==> config.mk <==
export PLATFORM = sky130hd
export DESIGN_NAME = led_seq_ctrl
export DESIGN_NICKNAME = d
export VERILOG_FILES = /design/src/rtl/led_seq_ctrl.sv
export SDC_FILE = /design/constraint.sdc
export NUM_CORES = 1
export LEC_CHECK = 0
export BUFFER_PORTS_ARGS = -buffer_cell sky130_fd_sc_hd__clkbuf_2
export CAP_MARGIN = 10
export CORE_MARGIN = 1.5
export CORE_UTILIZATION = 25
export DETAILED_ROUTE_END_ITERATION = 10
export GPL_TIMING_DRIVEN = 1
export PLACE_DENSITY = 0.39
export SYNTH_ARGS = -nofsm -noshare
export SYNTH_HDL_FRONTEND = slang
export SYNTH_SLANG_ARGS = --single-unit
==> constraint.sdc <==
create_clock -name clock -period 4.4 [get_ports clock]
set_clock_uncertainty 0.2 [all_clocks]
set_input_delay 1.32 -clock clock [delete_from_list [all_inputs] [get_ports clock]]
set_output_delay 1.32 -clock clock [all_outputs]
set_load 0.05 [all_outputs]
==> src/rtl/led_seq_ctrl.sv <==
// led_seq_ctrl: prescaled LED pattern sequencer with run/hold/idle FSM and colour bank select
module led_seq_ctrl #(
  parameter int NB_LEDS    = 4,
  parameter int NB_COUNTER = 32,
  parameter int NB_SPEED   = 3,
  parameter int BASE_LIMIT = 2**20
) (
  input  logic                clock,
  input  logic                i_reset,
  input  logic                i_enable,
  input  logic                i_hold,
  input  logic [1:0]          i_mode,
  input  logic [NB_SPEED-1:0] i_speed_sel,
  input  logic                i_btn_color,
  output logic [NB_LEDS-1:0]  o_led,
  output logic [NB_LEDS-1:0]  o_led_g,
  output logic [NB_LEDS-1:0]  o_led_b,
  output logic                o_tick,
  output logic [1:0]          o_state
);
  typedef enum logic [1:0] {IDLE = 2'd0, LOAD = 2'd1, RUN = 2'd2, HOLD = 2'd3} state_t;
  state_t state, state_n;
  logic [NB_COUNTER-1:0] cnt, cnt_n, limit;
  logic [NB_LEDS-1:0] led_n, seed, step;
  logic dir, dir_n, step_dir, colour, colour_n, tick_n, btn_prev, turn;
  logic [1:0] mode_prev;
  logic [NB_SPEED-1:0] speed_prev;
  logic mode_chg, speed_chg, at_end;
  assign limit = NB_COUNTER'(BASE_LIMIT) << i_speed_sel;
  // >= keeps the counter bounded if the limit shrinks while held
  assign at_end = cnt + NB_COUNTER'(1) >= limit;
  assign mode_chg = i_mode != mode_prev;
  assign speed_chg = i_speed_sel != speed_prev;
  assign o_state = state;
  assign seed = i_mode == 2'b11 ? '1 :
                i_mode == 2'b01 ? {1'b1, {(NB_LEDS-1){1'b0}}} : NB_LEDS'(1);
  // dir=1 means moving toward the MSB; reaching the end in that direction reverses it
  assign turn = dir ? o_led[NB_LEDS-1] : o_led[0];
  always_comb begin
    step = o_led;
    step_dir = dir;
    case (i_mode)
      2'b00: step = {o_led[NB_LEDS-2:0], o_led[NB_LEDS-1]};
      2'b01: step = {o_led[0], o_led[NB_LEDS-1:1]};
      2'b10: begin
        step_dir = dir ^ turn;
        step = step_dir ? o_led << 1 : o_led >> 1;
      end
      default: step = ~o_led;
    endcase
  end
  always_comb begin
    state_n = state;
    cnt_n = cnt;
    led_n = o_led;
    dir_n = dir;
    tick_n = 1'b0;
    colour_n = colour ^ (i_btn_color & ~btn_prev);
    if (!i_enable) begin
      state_n = IDLE;
      cnt_n = '0;
      led_n = '0;
    end else begin
      case (state)
        IDLE: begin
          state_n = LOAD;
          cnt_n = '0;
          led_n = '0;
        end
        LOAD: begin
          state_n = RUN;
          cnt_n = '0;
          led_n = seed;
          dir_n = 1'b1;
        end
        RUN: begin
          if (mode_chg) state_n = LOAD;
          else if (i_hold) state_n = HOLD;
          else if (speed_chg) cnt_n = '0;
          else if (at_end) begin
            cnt_n = '0;
            tick_n = 1'b1;
            led_n = step;
            dir_n = step_dir;
          end else cnt_n = cnt + NB_COUNTER'(1);
        end
        default: state_n = mode_chg ? LOAD : i_hold ? HOLD : RUN;
      endcase
    end
  end
  always_ff @(posedge clock) begin
    if (i_reset) begin
      state <= IDLE;
      cnt <= '0;
      o_led <= '0;
      o_led_g <= '0;
      o_led_b <= '0;
      o_tick <= 1'b0;
      dir <= 1'b1;
      colour <= 1'b0;
      btn_prev <= 1'b0;
      mode_prev <= '0;
      speed_prev <= '0;
    end else begin
      state <= state_n;
      cnt <= cnt_n;
      o_led <= led_n;
      o_led_g <= colour_n ? '0 : led_n;
      o_led_b <= colour_n ? led_n : '0;
      o_tick <= tick_n;
      dir <= dir_n;
      colour <= colour_n;
      btn_prev <= i_btn_color;
      mode_prev <= i_mode;
      speed_prev <= i_speed_sel;
    end
  end
endmodule
Word-level counts from Yosys, hierarchy flattened
Index checks and enable logic that the tools add are counted.
{"block": "classes", "n_lt_le_gt_ge": 1, "n_mux": 28, "n_reduce_logical": 11, "addsub": 1, "n_eq_ne": 13, "bitwise_logic": 8, "shifts": 1}
{"op": "2-to-1 mux 32 bit", "n": 4}
{"op": "case mux 32 bit (2 select lines)", "n": 1}
{"op": "adder 32 x 1 -> 32 bit (second input constant)", "n": 1}
{"op": "greater-or-equal comparator 32 bit", "n": 1}
{"op": "2-to-1 mux 4 bit", "n": 8}
{"op": "left shift 21 x 3 -> 32 bit (first input constant)", "n": 1}
{"op": "case mux 4 bit (3 select lines)", "n": 2}
{"op": "2-to-1 mux 1 bit", "n": 8}
{"op": "!= test 2 bit (second input constant)", "n": 4}
{"op": "OR reduction 2 bit", "n": 4}
{"op": "AND reduction 7 bit", "n": 1}
{"op": "== test 2 bit (second input constant)", "n": 3}
{"op": "2-to-1 mux 2 bit", "n": 3}
{"op": "case mux 2 bit (3 select lines)", "n": 1}
{"op": "OR reduction 6 bit", "n": 1}
{"op": "== test 2 x 1 -> 1 bit (second input constant)", "n": 2}
{"op": "zero test 2 bit", "n": 2}
{"op": "NOT 1 bit", "n": 4}
{"op": "NOT 4 bit", "n": 1}
{"op": "nonzero test 2 bit", "n": 2}
{"op": "!= test 3 bit", "n": 1}
{"op": "!= test 3 bit (second input constant)", "n": 1}
{"op": "AND reduction 3 bit", "n": 1}
{"op": "!= test 2 x 1 -> 1 bit (second input constant)", "n": 1}
{"op": "4 further kinds", "n": 5}
{"block": "totals", "out_inout_bits": 15, "in_bits": 10, "wordCells": 74, "register_bits": 55}

Longest topological paths before layout
{"block": "logic_depth", "word_depth": 10, "mapped_depth": 16, "mapped_depth_nobuf": 14}

Worst setup path before layout
OpenSTA, ideal clock, no wires.
{"block": "synth_path", "path_kind": "input to register", "start": "in i_speed_sel[0]", "end": "reg dir", "t_required_ns": 4.128, "stages": 11, "t_arrival_ns": 3.675, "path_slack_ns": 0.453, "n_path_buf": 2, "path_cell_list": "clkbuf_1 -> or3b_2 -> ha_1 -> o21a_1 -> o21ai_0 -> a21oi_1 -> a211o_1 -> buf_6 -> o21ai_0 -> a2111oi_2 -> mux2i_1"}
{"block": "synth_between", "elab_chain_len": 4}
{"element": "start, declared", "line_no": "13", "rtl": "input logic [NB_SPEED-1:0] i_speed_sel,"}
{"element": "left shift 21 x 3 -> 32 bit", "line_no": "29", "rtl": "assign limit = NB_COUNTER'(BASE_LIMIT) << i_speed_sel;"}
{"element": "greater-or-equal comparator 32 bit", "line_no": "31", "rtl": "assign at_end = cnt + NB_COUNTER'(1) >= limit;"}
{"element": "!= test 2 bit (no line)"}
{"element": "AND reduction 7 bit (no line) *"}
{"element": "end signal, assigned", "line_no": "111", "rtl": "dir <= dir_n;"}
{"element": "end, declared", "line_no": "25", "rtl": "logic dir, dir_n, step_dir, colour, colour_n, tick_n, btn_prev, turn;"}
Mark *: on every way between the ends. The rest lies on a longest branch, timed or not.
A chain may end at the register's enable or synchronous reset.

Worst setup path after layout
{"block": "layout_path", "start": "reg cnt[1]", "end": "reg cnt[11]"}
{"block": "layout_between", "elab_chain_len": 7}
{"element": "start, declared", "line_no": "23", "rtl": "logic [NB_COUNTER-1:0] cnt, cnt_n, limit;"}
{"element": "start signal, assigned", "line_no": "106", "rtl": "cnt <= cnt_n;"}
{"element": "adder 32 x 1 -> 32 bit *", "line_no": "31, 85"}
{"element": "greater-or-equal comparator 32 bit", "line_no": "31"}
{"element": "2-to-1 mux 32 bit *", "line_no": "80", "rtl": "else if (at_end) begin"}
{"element": "2-to-1 mux 32 bit *", "line_no": "79", "rtl": "else if (speed_chg) cnt_n = '0;"}
{"element": "2-to-1 mux 32 bit *", "line_no": "78", "rtl": "else if (i_hold) state_n = HOLD;"}
{"element": "2-to-1 mux 32 bit *", "line_no": "77", "rtl": "if (mode_chg) state_n = LOAD;"}
{"element": "case mux 32 bit (2 select lines) *", "line_no": "64", "rtl": "case (state)"}
Mark *: on every way between the ends. The rest lies on a longest branch, timed or not. The select of a mux whose other input is x is not followed.

==> summary.txt <==
Cells and area
  • Diode count: 0
  • Reg area: roughly 1100 um^2
  • Ratio of cells with drive above 1 in the final layout: approximately 17%
  • Syn-to-layout area delta: 16.48%
  • Filler cells: between 1000 and 1500
  • Multi-input gate area: between 1500 and 2000 um^2
  • Final nets: 421
  • Design Area, Final: 3714 um^2

Floorplan
  • Die Span Y: 115.9 um
  • Chip width: around 120 um
  • Die ar.: approximately 13000 um^2
  • Core footprint: roughly 13000 um^2
  • # rows: around 40
  • I/O Pins: 25
  • Initial Utilization: 25.47%

Global route
  • First-pass GRT wire length: about 13000 um
  • Initial antenna violation count: 0
  • Gr usage total: about 13%
  • Vias in the first global route: between 2000 and 3000
  • Remaining Overflow, GRT: 0
  • Largest net degree at the start of global routing: 17

Logic synthesis
  • Unique cell type count in the Yosys netlist: 60
  • Post-synthesis compound-gate area fraction: between 20% and 30%
  • Synthesized area per cell: 8.456 um^2
  • Simple-Gate Fraction of Synth Area: ~30%
  • Most area-hungry cell type in the Yosys netlist: dfxtp_1
  • Adder-cell share of the synthesized area: between 3 and 4%
  • Synthesized area: between 3000 and 4000 um^2
  • Share of the synthesized area in the top cell type: between 30% and 40%
  • Post-synthesis sequential area ratio: 34.54%
  • Ranking of synthesized cells by area: dfxtp_1 (35%), nor2_1 (3.9%), ha_1 (3.5%)
  • Top FF cell, synth: dfxtp_1
  • Gate Count Post-Synth: 377
  • Xor and xnor area share after synthesis: under 10%
  • Mux contribution to synthesized area: under 10%
  • Synth async-reset ratio: 0%
  • Register bit total from synthesis: 55
  • Yosys warnings: 0
  • Post-synth top cells: dfxtp_1 (55), nor2_1 (33), nand2_1 (27), a21oi_1 (20), nand3_1 (20)
  • Number of synthesized flops with an enable pin: 0
  • Syn Nets: around 400
  • Largest family of logic cells by synthesized area: simple AND/OR/NAND/NOR gates
  • Count leader, synth: dfxtp_1

Clock tree
  • Reg clk slew, reported paths: 70 ps
  • Clock tree root buffer cell: clkbuf_16
  • Setup Fix Bufs, Post-CTS: 0
  • Longest Clk Path Bufs: 2
  • CTS H-tree lvls: 2
  • CTS Buf Count: 5
  • Clk_lat worst skew: 300 ps
  • CTS tree: yes
  • CTS Sinks: 55

Power and ir drop
  • Pleak: between 0.001 and 0.0015 uW
  • VDD IR max: slightly above 0.2 mV
  • Comb pwr share: between 7 and 8%
  • Net Switching: 253.6 uW
  • Sequential Power Share: between 40 and 50%
  • Clk pwr share: 46.8%
  • Internal power: between 800 and 900 uW
  • PwrDens: around 300 nW/um^2
  • Switching share of power: 22.82%

Route
  • Initial drt markers: between 150 and 200
  • Final wirelength: between 8000 and 9000 um
  • DRT Pass-1 Iters: 4
  • Via/cell ratio: 4.970
  • Vias: 2858
  • Antenna viol nets, final: 0
  • Drc violations: 0
  • Routed len/inst: around 15 um

Timing
  • Min Tclk post-route: between 4000 and 5000 ps
  • Rel. slew slack: 60.29%
  • Final slew viol count: 0
  • Tcrit/Tclk final: roughly nine tenths
  • Setup TNS Final: 0 ps
  • Final setup margin: 376.7 ps
  • # setup viols final: 0
  • RSZ-0062 raised after global routing: no
  • Worst-Margin Slew: about 600 ps
  • F_max: ~250 MHz
  • Hold Violations, Final: 0

Placed design
  • Post-DP HPWL: 6247 um
  • Placed Area: between 3000 and 4000 um^2
  • Pre-CTS setup slack: about 170 ps
  • PortBufs: 24
  • Placer Congestion: between 0.7 and 0.8

Worst setup path
  • Worst Path Arrival: 4080 ps
  • Worst R2R Setup Slack: between 300 and 400 ps
  • Crit. End Element: flop
  • Crit path kind: reg2reg
  • Setup crit start kind: flop
  • Critical Path RT: ~4500 ps
  • Worst-path fanout max: 11

Job
  • Max-Cap Viols: 0

Outcome
  • Status: complete, no violations

Min path
  • Hold Path Class: reg2reg
placed cells by master, fill, tap and decap left out, types with 10 or more instances in the layout:
cell,synthesis,final
dfxtp_1,55,55
nor2_1,33,33
nand2_1,27,27
clkbuf_2,0,24
nand3_1,20,20
a21oi_1,20,20
nor3_1,15,15
o21ai_0,14,14
inv_1,13,13
buf_4,0,13
and3_1,11,11
a21o_1,10,10
a22oi_1,10,10
metrics by stage:
step                      hold WS [ps]  power [uW]  util (%)  cells
after global routing             301.7        1156     29.67    575
after floorplan                  247.7       580.0         -    377
after CTS                        298.6        1127     29.62    575
final                            292.9        1111     29.67    575
after global placement           273.6       602.1     28.11    567
after detailed placement         280.4       602.6     28.11    567
sequential cells by signal, summed over array words and instances, names as in the netlist:
name,flops
o_led_g,4
mode_prev,2
btn_prev,1
cnt,32
colour,1
o_tick,1
o_state,2
dir,1
o_led,4
o_led_b,4
speed_prev,3
power by group through the flow:
stage	clock, uW	combinational, uW	sequential [uW]
global route	555	91.2	510
detailed placement	0	81.7	521
floorplan	0	54.0	526
finish	520	82.0	509
CTS	536	82.1	509
global placement	0	81.4	521
what timing repair did:
item,CTS,global route
endpoints found under the setup margin,0,16
resized for setup,0,2
hold buffers,0,0
cells by family (layout without fill, tap and decap cells):
logic type,Yosys count,count (layout)
XOR/XNOR,17,17
adder cells (fa/ha/maj),9,9
AND/OR/NAND/NOR,165,165
AO/OA/AOI/OAI,94,94
multiplexers,5,5
flip-flops,55,55
buffers and inverters,32,58
worst max-delay path, stage by stage (launching register included):
cell and delay, ps:
dfxtp_1 370, ha_1 260, nand4_2 170, nor4_4 450, nor2b_1 230, nand3_1 130
xnor2_1 230, ha_1 270, o2111a_1 230, o31ai_1 60, a21oi_1 120, a211o_2 440
nor3_4 440, and3_1 240, o22a_1 120
cell type report:
class                           count  area share [%]
Clock buffer                        6           3.470
Clock inverter                      2           1.617
Inverter                           13           1.314
Multi-Input combinational cell    290           52.29
Sequential cell                    55           29.65
Tap cell                          172           5.795
Timing Repair Buffer               37           5.863
final timing paths:
path / endpoint / start / depth (start not counted)
worst max-delay path: cnt[11] / cnt[1] / 14
worst min-delay path: cnt[14] / cnt[14] / 1
worst max register to register: cnt[11] / cnt[1] / 14
worst min register to register: cnt[14] / cnt[14] / 1
routing by layer:
layer  vias up  global-route usage, %  wire [um]
li1       1429                      -          -
met1      1352                  18.09       4131
met2        72                  19.96       3944
met3         5                  2.144        391
met4         0                  4.146         83
met5         -                      0          0
No activity file was read; power rests on OpenSTA's default activity.
